**src/rtl/tap_frame_serializer_pkg.sv**
```systemverilog
// ---------------------------------------------------------------------------
// tap_frame_serializer_pkg
// Shared types and constants for the tap frame serializer slice.
//   state_e          : frame FSM states (IDLE/HDR/IDX/DATA/CSUM)
//   HEADER_BYTE_DEF  : default first byte of every frame
//   MAX_INDEX_DEF    : highest legal counting-module index
//   IDX_W            : width of the module index field
//   cnt_width()      : byte-counter width for a given tap count
// ---------------------------------------------------------------------------
package tap_frame_serializer_pkg;

    typedef enum logic [2:0] {
        ST_IDLE = 3'd0,
        ST_HDR  = 3'd1,
        ST_IDX  = 3'd2,
        ST_DATA = 3'd3,
        ST_CSUM = 3'd4
    } state_e;

    localparam logic [7:0] HEADER_BYTE_DEF = 8'hA5;
    localparam int         MAX_INDEX_DEF   = 20;
    localparam int         IDX_W           = 5;

    // A single-byte frame would give $clog2 == 0; keep at least one bit.
    function automatic int cnt_width(input int n);
        return (n > 1) ? $clog2(n) : 1;
    endfunction

endpackage

```
**src/rtl/tap_frame_serializer_tap_byte_mux.sv**
```systemverilog
// ---------------------------------------------------------------------------
// tap_byte_mux
// Combinational selector: returns byte 'sel' of the latched tap buffer
// (byte k = buf_in[8k+7:8k]); out-of-range selects return 8'h00.
//   buf_in   : latched tap buffer, NUM_OF_TAPS bytes
//   sel      : byte index
//   byte_out : selected byte
// ---------------------------------------------------------------------------
module tap_byte_mux #(
    parameter int NUM_OF_TAPS = 15,
    parameter int CNT_W       = 4
) (
    input  logic [NUM_OF_TAPS*8-1:0] buf_in,
    input  logic [CNT_W-1:0]         sel,
    output logic [7:0]               byte_out
);

    always_comb begin
        byte_out = '0;
        for (int unsigned k = 0; k < NUM_OF_TAPS; k++) begin
            if (sel == CNT_W'(k)) begin
                byte_out = buf_in[8*k +: 8];
            end
        end
    end

endmodule

```
**src/rtl/tap_frame_serializer.sv**
```systemverilog
// ---------------------------------------------------------------------------
// tap_frame_serializer
// Takes one selected tap buffer plus the index of the counting module that
// produced it and streams it to the RS232 byte transmitter as
//   HEADER_BYTE, {3'b000,index}, byte0 .. byte(NUM_OF_TAPS-1) [, checksum]
// using a per-byte ready/strobe handshake (transfer = tx_drl && tx_load).
// Optional feature macro: TAP_FRAME_CHECKSUM_EN appends the XOR of the index
// byte and all data bytes; undefined, the frame ends after the last data byte.
// Ports:
//   clk        : system clock, posedge
//   res        : synchronous active-low reset
//   in_valid   : upstream offers in_index/in_buf
//   in_ready   : frame can be accepted (IDLE only)
//   in_index   : module index, legal 1..MAX_INDEX
//   in_buf     : tap bytes, byte k = in_buf[8k+7:8k]
//   tx_din     : byte presented to the transmitter (registered)
//   tx_drl     : byte-valid strobe (registered)
//   tx_load    : transmitter ready to take a byte
//   busy       : frame in progress
//   frame_done : one-cycle pulse after the final byte transfer
//   drop       : one-cycle pulse after an illegal-index frame is discarded
// ---------------------------------------------------------------------------
module tap_frame_serializer
    import tap_frame_serializer_pkg::*;
#(
    parameter int         NUM_OF_TAPS = 15,
    parameter logic [7:0] HEADER_BYTE = HEADER_BYTE_DEF,
    parameter int         MAX_INDEX   = MAX_INDEX_DEF
) (
    input  logic                     clk,
    input  logic                     res,
    input  logic                     in_valid,
    output logic                     in_ready,
    input  logic [IDX_W-1:0]         in_index,
    input  logic [NUM_OF_TAPS*8-1:0] in_buf,
    output logic [7:0]               tx_din,
    output logic                     tx_drl,
    input  logic                     tx_load,
    output logic                     busy,
    output logic                     frame_done,
    output logic                     drop
);

    localparam int               CNT_W    = cnt_width(NUM_OF_TAPS);
    localparam logic [CNT_W-1:0] LAST_CNT = CNT_W'(NUM_OF_TAPS - 1);
    localparam logic [IDX_W-1:0] MAX_IDX  = IDX_W'(MAX_INDEX);

    state_e                   state_q, state_d;
    logic [IDX_W-1:0]         idx_q, idx_d;
    logic [NUM_OF_TAPS*8-1:0] buf_q, buf_d;
    logic [CNT_W-1:0]         cnt_q, cnt_d;
    logic [7:0]               tx_din_q, tx_din_d;
    logic                     tx_drl_q, tx_drl_d;
    logic                     frame_done_q, frame_done_d;
    logic                     drop_q, drop_d;
`ifdef TAP_FRAME_CHECKSUM_EN
    logic [7:0]               csum_q, csum_d;
`endif

    logic                     xfer;
    logic                     idx_legal;
    logic [CNT_W-1:0]         mux_sel;
    logic [7:0]               mux_byte;

    assign xfer      = tx_drl_q && tx_load;
    assign idx_legal = (in_index != '0) && (in_index <= MAX_IDX);

    // Select the byte that will be presented after the current transfer:
    // byte 0 when entering DATA, byte cnt+1 while walking through DATA.
    always_comb begin
        mux_sel = '0;
        if (state_q == ST_DATA && cnt_q != LAST_CNT) begin
            mux_sel = cnt_q + CNT_W'(1);
        end
    end

    tap_byte_mux #(
        .NUM_OF_TAPS (NUM_OF_TAPS),
        .CNT_W       (CNT_W)
    ) u_tap_byte_mux (
        .buf_in   (buf_q),
        .sel      (mux_sel),
        .byte_out (mux_byte)
    );

    // Outputs are registered: the byte for the next state is loaded on the
    // same edge that completes the current transfer, so tx_drl can stay high
    // across back-to-back bytes.
    always_comb begin
        state_d      = state_q;
        idx_d        = idx_q;
        buf_d        = buf_q;
        cnt_d        = cnt_q;
        tx_din_d     = tx_din_q;
        tx_drl_d     = tx_drl_q;
        frame_done_d = 1'b0;
        drop_d       = 1'b0;
`ifdef TAP_FRAME_CHECKSUM_EN
        csum_d       = csum_q;
`endif

        case (state_q)
            ST_IDLE: begin
                if (in_valid) begin
                    idx_d = in_index;
                    buf_d = in_buf;
                    cnt_d = '0;
`ifdef TAP_FRAME_CHECKSUM_EN
                    csum_d = '0;
`endif
                    if (idx_legal) begin
                        state_d  = ST_HDR;
                        tx_drl_d = 1'b1;
                        tx_din_d = HEADER_BYTE;
                    end else begin
                        drop_d = 1'b1;
                    end
                end
            end

            ST_HDR: begin
                if (xfer) begin
                    state_d  = ST_IDX;
                    tx_din_d = {{(8-IDX_W){1'b0}}, idx_q};
                end
            end

            ST_IDX: begin
                if (xfer) begin
`ifdef TAP_FRAME_CHECKSUM_EN
                    csum_d = csum_q ^ tx_din_q;
`endif
                    state_d  = ST_DATA;
                    cnt_d    = '0;
                    tx_din_d = mux_byte;
                end
            end

            ST_DATA: begin
                if (xfer) begin
`ifdef TAP_FRAME_CHECKSUM_EN
                    csum_d = csum_q ^ tx_din_q;
`endif
                    if (cnt_q == LAST_CNT) begin
                        cnt_d = '0;
`ifdef TAP_FRAME_CHECKSUM_EN
                        state_d  = ST_CSUM;
                        tx_din_d = csum_q ^ tx_din_q;
`else
                        state_d      = ST_IDLE;
                        tx_drl_d     = 1'b0;
                        tx_din_d     = '0;
                        frame_done_d = 1'b1;
`endif
                    end else begin
                        cnt_d    = cnt_q + CNT_W'(1);
                        tx_din_d = mux_byte;
                    end
                end
            end

`ifdef TAP_FRAME_CHECKSUM_EN
            ST_CSUM: begin
                if (xfer) begin
                    state_d      = ST_IDLE;
                    tx_drl_d     = 1'b0;
                    tx_din_d     = '0;
                    frame_done_d = 1'b1;
                end
            end
`endif

            default: begin
                state_d  = ST_IDLE;
                tx_drl_d = 1'b0;
                tx_din_d = '0;
                cnt_d    = '0;
            end
        endcase
    end

    always_ff @(posedge clk) begin
        if (!res) begin
            state_q      <= ST_IDLE;
            idx_q        <= '0;
            buf_q        <= '0;
            cnt_q        <= '0;
            tx_din_q     <= '0;
            tx_drl_q     <= 1'b0;
            frame_done_q <= 1'b0;
            drop_q       <= 1'b0;
`ifdef TAP_FRAME_CHECKSUM_EN
            csum_q       <= '0;
`endif
        end else begin
            state_q      <= state_d;
            idx_q        <= idx_d;
            buf_q        <= buf_d;
            cnt_q        <= cnt_d;
            tx_din_q     <= tx_din_d;
            tx_drl_q     <= tx_drl_d;
            frame_done_q <= frame_done_d;
            drop_q       <= drop_d;
`ifdef TAP_FRAME_CHECKSUM_EN
            csum_q       <= csum_d;
`endif
        end
    end

    assign in_ready   = (state_q == ST_IDLE);
    assign busy       = (state_q != ST_IDLE);
    assign tx_din     = tx_din_q;
    assign tx_drl     = tx_drl_q;
    assign frame_done = frame_done_q;
    assign drop       = drop_q;

endmodule

```
**config.mk**
```make
export PLATFORM = sky130hd
export DESIGN_NAME = tap_frame_serializer
export DESIGN_NICKNAME = d
export VERILOG_FILES = /design/src/rtl/tap_frame_serializer_pkg.sv /design/src/rtl/tap_frame_serializer_tap_byte_mux.sv /design/src/rtl/tap_frame_serializer.sv
export SDC_FILE = /design/constraint.sdc
export NUM_CORES = 1
export LEC_CHECK = 0
export ABC_AREA = 1
export CAP_MARGIN = 10
export CORE_UTILIZATION = 55
export CTS_CLUSTER_DIAMETER = 60
export DETAILED_ROUTE_END_ITERATION = 16
export PLACE_DENSITY = 0.89
export SLEW_MARGIN = 20
export SYNTH_ARGS = -nofsm -noshare
export SYNTH_HDL_FRONTEND = slang
export SYNTH_HIERARCHICAL = 1
export SYNTH_SLANG_ARGS = --single-unit
```
**constraint.sdc**
```tcl
create_clock -name clk -period 5.8 [get_ports clk]
set_input_delay 0.87 -clock clk [delete_from_list [all_inputs] [get_ports clk]]
set_output_delay 0.87 -clock clk [all_outputs]
set_load 0.1 [all_outputs]
```
==> results_dict.tcl, run 1 <==
set metrics [dict create \
    synthDistinctLibCells 26 \
    max-cap-violations 0 \
    crit_path_top_delay_cell "clkdlybuf4s50_1" \
    max_freq_mhz 299 \
    cts_hold_buf 0 \
    status "completed" \
    crit_arrival_ps 2470 \
    dieArea_um2 12000 \
    cts_resized 0 \
    grt_pass1_vias 5867 \
    synth_edf_count 0 \
    path_depth 4 \
    worst_pin_slew_ps 974 \
    dp.cells 1152 \
    clkTransAtPathRegs_ps 60 \
    post-route-min-period_ps 3340 \
    place.port_buffers 141 \
    initial_core_util 0.577 \
    gr-total-overflow 0 \
    drc_errors 0 \
    drv_slew 0 \
    synth_seq_area_share 0.447 \
    grt_setup_unrepaired "false" \
    worstSetupPathType "reg2out" \
    synth.area.top_cells "dfxtp_1 (45%), nor2_1 (17%), o21ai_0 (11%)" \
    fp.dieW_um 110 \
    grt_start_max_net_pins 123 \
    routed_via_density 5.39 \
    dp_hpwl_um 12300 \
    cts_root_buf "clkbuf_16" \
    slowest_delay_ps 1150 \
    ys.flop_type "dfxtp_1" \
    fp.dieH_um 110 \
    hold_viol 0 \
    setup_viol 0 \
    path_delay_family "buffers and inverters" \
    drt_iter0_drc 583 \
    power_density_nw_per_um2 470 \
    mostFrequentLayoutCells "nor2_1 (282), dfxtp_1 (142), clkdlybuf4s50_1 (140)" \
    area.growth.synth_to_final_pct 30.2 \
    layout_commonest_cell "nor2_1" \
    cp-start-kind "flop" \
    synth-seq-cells 142 \
    grt_antenna_before_repair 0 \
    cp_num_buf_inv 3 \
    r2r-start "cnt_q[0]$_SDFFE_PN0P_" \
    yosysTopAreaCell "dfxtp_1" \
    relSlewSlack 0.349 \
    layout.nets 1166 \
    worstSkewPairLatency_ps 420 \
    fin_util 0.751 \
    ir_drop_mv 0.331 \
    crit_path_start "state_q[0]$_SDFFE_PN0P_" \
    cpMostUsedCell "inv_1" \
    required_ps 4930 \
    fillerInstances 807 \
    clk_path_buf_depth 2 \
    place.gp.congestion 0.939 \
    cp-endpoint "busy" \
    crit_chain "inv_1 -> ha_1 -> inv_1 -> clkdlybuf4s50_1" \
    numCtsBuffers 17 \
    multi_input_comb_area_um2 3060 \
    rrSetupSlack_ps 2490 \
    syn_inst 915 \
    ff_latch_area_um2 2840 \
    syn_avg_cell_area_um2 6.95 \
    cts.sinks 142 \
    finalNonFillerCells 1184 \
    core_um2 11000 \
    cp-end-kind "output pin" \
    drive_gt1_frac 0.0632 \
    post_cts_buffers 0 \
    min_period_over_period 0.576 \
    grt_util_all_layers 0.304 \
    wl_per_cell_um 14.7 \
    timing.setup.tns_ps 0 \
    drtAntennaViolNets 0 \
    ff2ff_path_depth 17 \
    synthArstFlopShare 0 \
    diodes 0 \
    num_io_pins 142 \
    cp_max_fo 8 \
    cts_tree "yes" \
    pre_cts_ws_ps 2130 \
    htreeDepth 4 \
    vias 6385 \
    dr.pass1.iters 5 \
    ys_warn_count 6 \
    fin_ws_ps 2460 \
    p_leak_nw 3.34 \
    grt_pass1_wl_um 28200 \
    hp-class "reg2reg" \
    worstReg2RegEnd "tx_din[0]$_SDFFE_PN0P_" \
    synth_top_area_frac 0.447 \
    wl_um 17400 \
    total_power_mw 3.89 \
    whs_path_depth 2 \
    netlist_area_um2 6360 \
    syn_nets 1050 \
    skew_ps 15.5 \
    num_rows 38 \
]
-- area by class of cell --
cell class              count  area share
clock buffers              19      0.0547
inverters                  46      0.0210
flip-flops and latches    142       0.343
well taps                 140      0.0212
clock inverters            13      0.0180
multi-input cells         680       0.369
repair buffers            144       0.173
-- worst register-to-register path, delay by kind of cell, from the launching register on --
family                   cells  cell delay [ps]
AND/OR/NAND/NOR             13             2260
flip-flops                   1              370
AO/OA/AOI/OAI                2              330
adder cells (fa/ha/maj)      1              200
buffers and inverters        1               80
-- sequential cells by signal, indices dropped and copies added (netlist names) --
register / cells
idx_q: 5
tx_din: 8
tx_drl: 1
frame_done: 1
drop: 1
buf_q: 120
state_q: 2
cnt_q: 4
-- stage by stage --
stage	hold WS (ps)	cell area (µm²)
after floorplan	447	6360
after global placement	457	7680
after detailed placement	463	7680
after CTS	472	8280
after global routing	496	8280
final	474	8280
-- synthesized netlist by cell type, types with 6 or more instances --
| cell type | n |
|---|---|
| nand4_1 | 26 |
| dfxtp_1 | 142 |
| buf_6 | 12 |
| nand3_1 | 46 |
| nand2_1 | 118 |
| inv_1 | 40 |
| nor2_1 | 283 |
| a21oi_1 | 30 |
| ha_1 | 6 |
| nor2_2 | 15 |
| o21ai_0 | 135 |
| clkbuf_1 | 26 |
-- worst min path at each step --
stage	end	start	slack [ps]
after global routing	tx_din[4]$_SDFFE_PN0P_	tx_din[4]$_SDFFE_PN0P_	500
final	tx_din[1]$_SDFFE_PN0P_	tx_din[1]$_SDFFE_PN0P_	470
after detailed placement	tx_din[1]$_SDFFE_PN0P_	tx_din[1]$_SDFFE_PN0P_	460
after CTS	tx_din[1]$_SDFFE_PN0P_	tx_din[1]$_SDFFE_PN0P_	470
after global placement	buf_q[92]$_SDFFE_PN0P_	buf_q[92]$_SDFFE_PN0P_	460
after floorplan	buf_q[56]$_SDFFE_PN0P_	buf_q[56]$_SDFFE_PN0P_	450
-- kinds of logic after synthesis --
| kind of cell | share of synthesized area |
|---|---|
| compound gates | 0.132 |
| xor+xnor | 0.00275 |
| fa+ha+maj | 0.0118 |
| buf+inv | 0.0726 |
| flops | 0.447 |
| simple gates | 0.334 |
-- report_power, final --
part           switching [mW]  internal (mW)  leakage, nW
logic                   0.916          0.436         1.87
registers               0.186           1.26         1.18
clock network           0.464          0.634        0.294
-- layer usage --
layer / up-vias / routed length (µm) / global-route usage
met3: 30 / 1350 / 0.0599
met1: 2893 / 7860 / 0.412
met2: 269 / 7820 / 0.483
met5: - / 0 / 0
met4: 0 / 409 / 0.107
li1: 3193 / - / -
Power figures use the tool's default switching activity.
==> run 2, diff against run 1 <==
- CORE_UTILIZATION: 55 -> 51
- PLACE_DENSITY: 0.89 -> 0.84
- clock period: 5.8 -> 3.4 ns (I/O delays scaled with it)
==> results_dict.tcl, run 2 (synthesis results as in run 1) <==
set metrics [dict create \
    dp_hpwl_um 12200 \
    grt-busiest-layer "met2" \
    met2_usage 0.432 \
    status "completed" \
    cp-start-kind "flop" \
    min-delay-start "tx_din[3]$_SDFFE_PN0P_" \
    drtAntennaViolNets 0 \
    dieArea_um2 12900 \
    place.gp.congestion 0.970 \
    fp.dieW_um 114 \
    diodes 0 \
    fin_ws_ps 267 \
    clk_path_buf_depth 2 \
    skew_ps 4.70 \
    grt_util_all_layers 0.271 \
    vias 6259 \
    place.port_buffers 141 \
    grt_pass1_vias 5633 \
    fin_util 0.691 \
    fin_area_um2 8330 \
    timing.setup.tns_ps 0 \
    ir_drop_mv 0.398 \
    dp.cells 1183 \
    r2r-start "cnt_q[0]$_SDFFE_PN0P_" \
    required_ps 3750 \
    crit_path_start "cnt_q[0]$_SDFFE_PN0P_" \
    cts.sinks 142 \
    gr-total-overflow 0 \
    mostFrequentLayoutCells "nor2_1 (281), dfxtp_1 (142), clkdlybuf4s50_1 (138)" \
    num_io_pins 142 \
    pre_cts_ws_ps -156 \
    crit_arrival_ps 3490 \
    worst_pin_slew_ps 965 \
    power_density_nw_per_um2 787 \
    use_met1 0.365 \
    grt_pass1_wl_um 27100 \
    post-route-min-period_ps 3130 \
    layout_commonest_cell "nor2_1" \
    cp-end-kind "flop" \
    use_met3 0.0547 \
    drive_gt1_frac 0.0641 \
    htreeDepth 4 \
    numCtsBuffers 17 \
    whs_ps 471 \
    initial_core_util 0.527 \
    drc_errors 0 \
    total_power_mw 6.56 \
    cts_root_buf "clkbuf_16" \
    grt_setup_unrepaired "false" \
    worstSkewPairLatency_ps 420 \
    min_period_over_period 0.921 \
    regMostFlops "buf_q" \
    cts_hold_buf 0 \
    cts_tree "yes" \
    worstSetupPathType "reg2reg" \
    wl_per_cell_um 14.0 \
    hold_viol 0 \
    crit_path_top_delay_cell "nor2_1" \
    max-cap-violations 0 \
    setup_viol 0 \
    finalNonFillerCells 1213 \
    max_freq_mhz 319 \
    hp-class "reg2reg" \
    largest_reg_flops 120 \
    wl_um 16900 \
    area.growth.synth_to_final_pct 31.0 \
    routed_via_density 5.16 \
    dr.pass1.iters 6 \
    layout.nets 1169 \
    p_leak_nw 3.35 \
    relSlewSlack 0.354 \
    core_um2 12100 \
    dpl_cell_area_um2 7750 \
    num_rows 40 \
    grt_start_max_net_pins 123 \
    fp.dieH_um 114 \
    drt_iter0_drc 623 \
    slowest_delay_ps 510 \
    cpMostUsedCell "nand3_1" \
    clkTransAtPathRegs_ps 60 \
    grt_antenna_before_repair 0 \
    cp_max_fo 9 \
    drv_slew 0 \
    crit_chain "inv_1 -> ha_1 -> nand3_1 -> nand2_2 -> nor2_1 -> inv_2 -> nor2_4 -> inv_2 -> nor2_2 -> nand2_1 -> nand4_1 -> nand2_1 -> nand4_1 -> nand3_1 -> nand3_1 -> nand3_1 -> a21oi_1" \
]
==> run 2: timing repair <==
item | in CTS | in global routing
setup buffers | 0 | 0
gates cloned | 0 | 0
setup endpoints to repair | 6 | 5
gates resized for setup | 1 | 2
==> run 2: worst paths after layout <==
kind,cells past startpoint,slack (ps),endpoint
max,17,270,tx_din[2]$_SDFFE_PN0P_
min,2,470,tx_din[3]$_SDFFE_PN0P_
max reg2reg,17,270,tx_din[2]$_SDFFE_PN0P_
min reg2reg,2,470,tx_din[3]$_SDFFE_PN0P_
==> run 2: power breakdown <==
part	switching, mW	total (mW)	internal (mW)
registers	0.317	2.46	2.15
clock network	0.661	1.78	1.12
logic	1.56	2.31	0.747
total	2.54	6.56	4.02
==> run 2: routing by layer <==
metal  share of wire  up-vias
li1                -     3186
met1            0.46     2783
met2            0.46      266
met3           0.065       24
met4           0.016        0
met5               0        -
==> run 2: layout make-up <==
| class | count | area (µm²) |
|---|---|---|
| inverters | 46 | 174 |
| clock inverters | 7 | 87.6 |
| repair buffers | 147 | 1470 |
| fillers | 1022 | 3730 |
| clock buffers | 23 | 478 |
| flip-flops and latches | 142 | 2840 |
| well taps | 168 | 210 |
| multi-input cells | 680 | 3070 |
==> run 2: worst max-delay path: cells and delay by family (launching register included) <==
family / cells / cell delay, ps
simple gates: 12 / 2050
flops: 1 / 370
buf+inv: 3 / 300
fa+ha+maj: 1 / 190
compound gates: 1 / 150
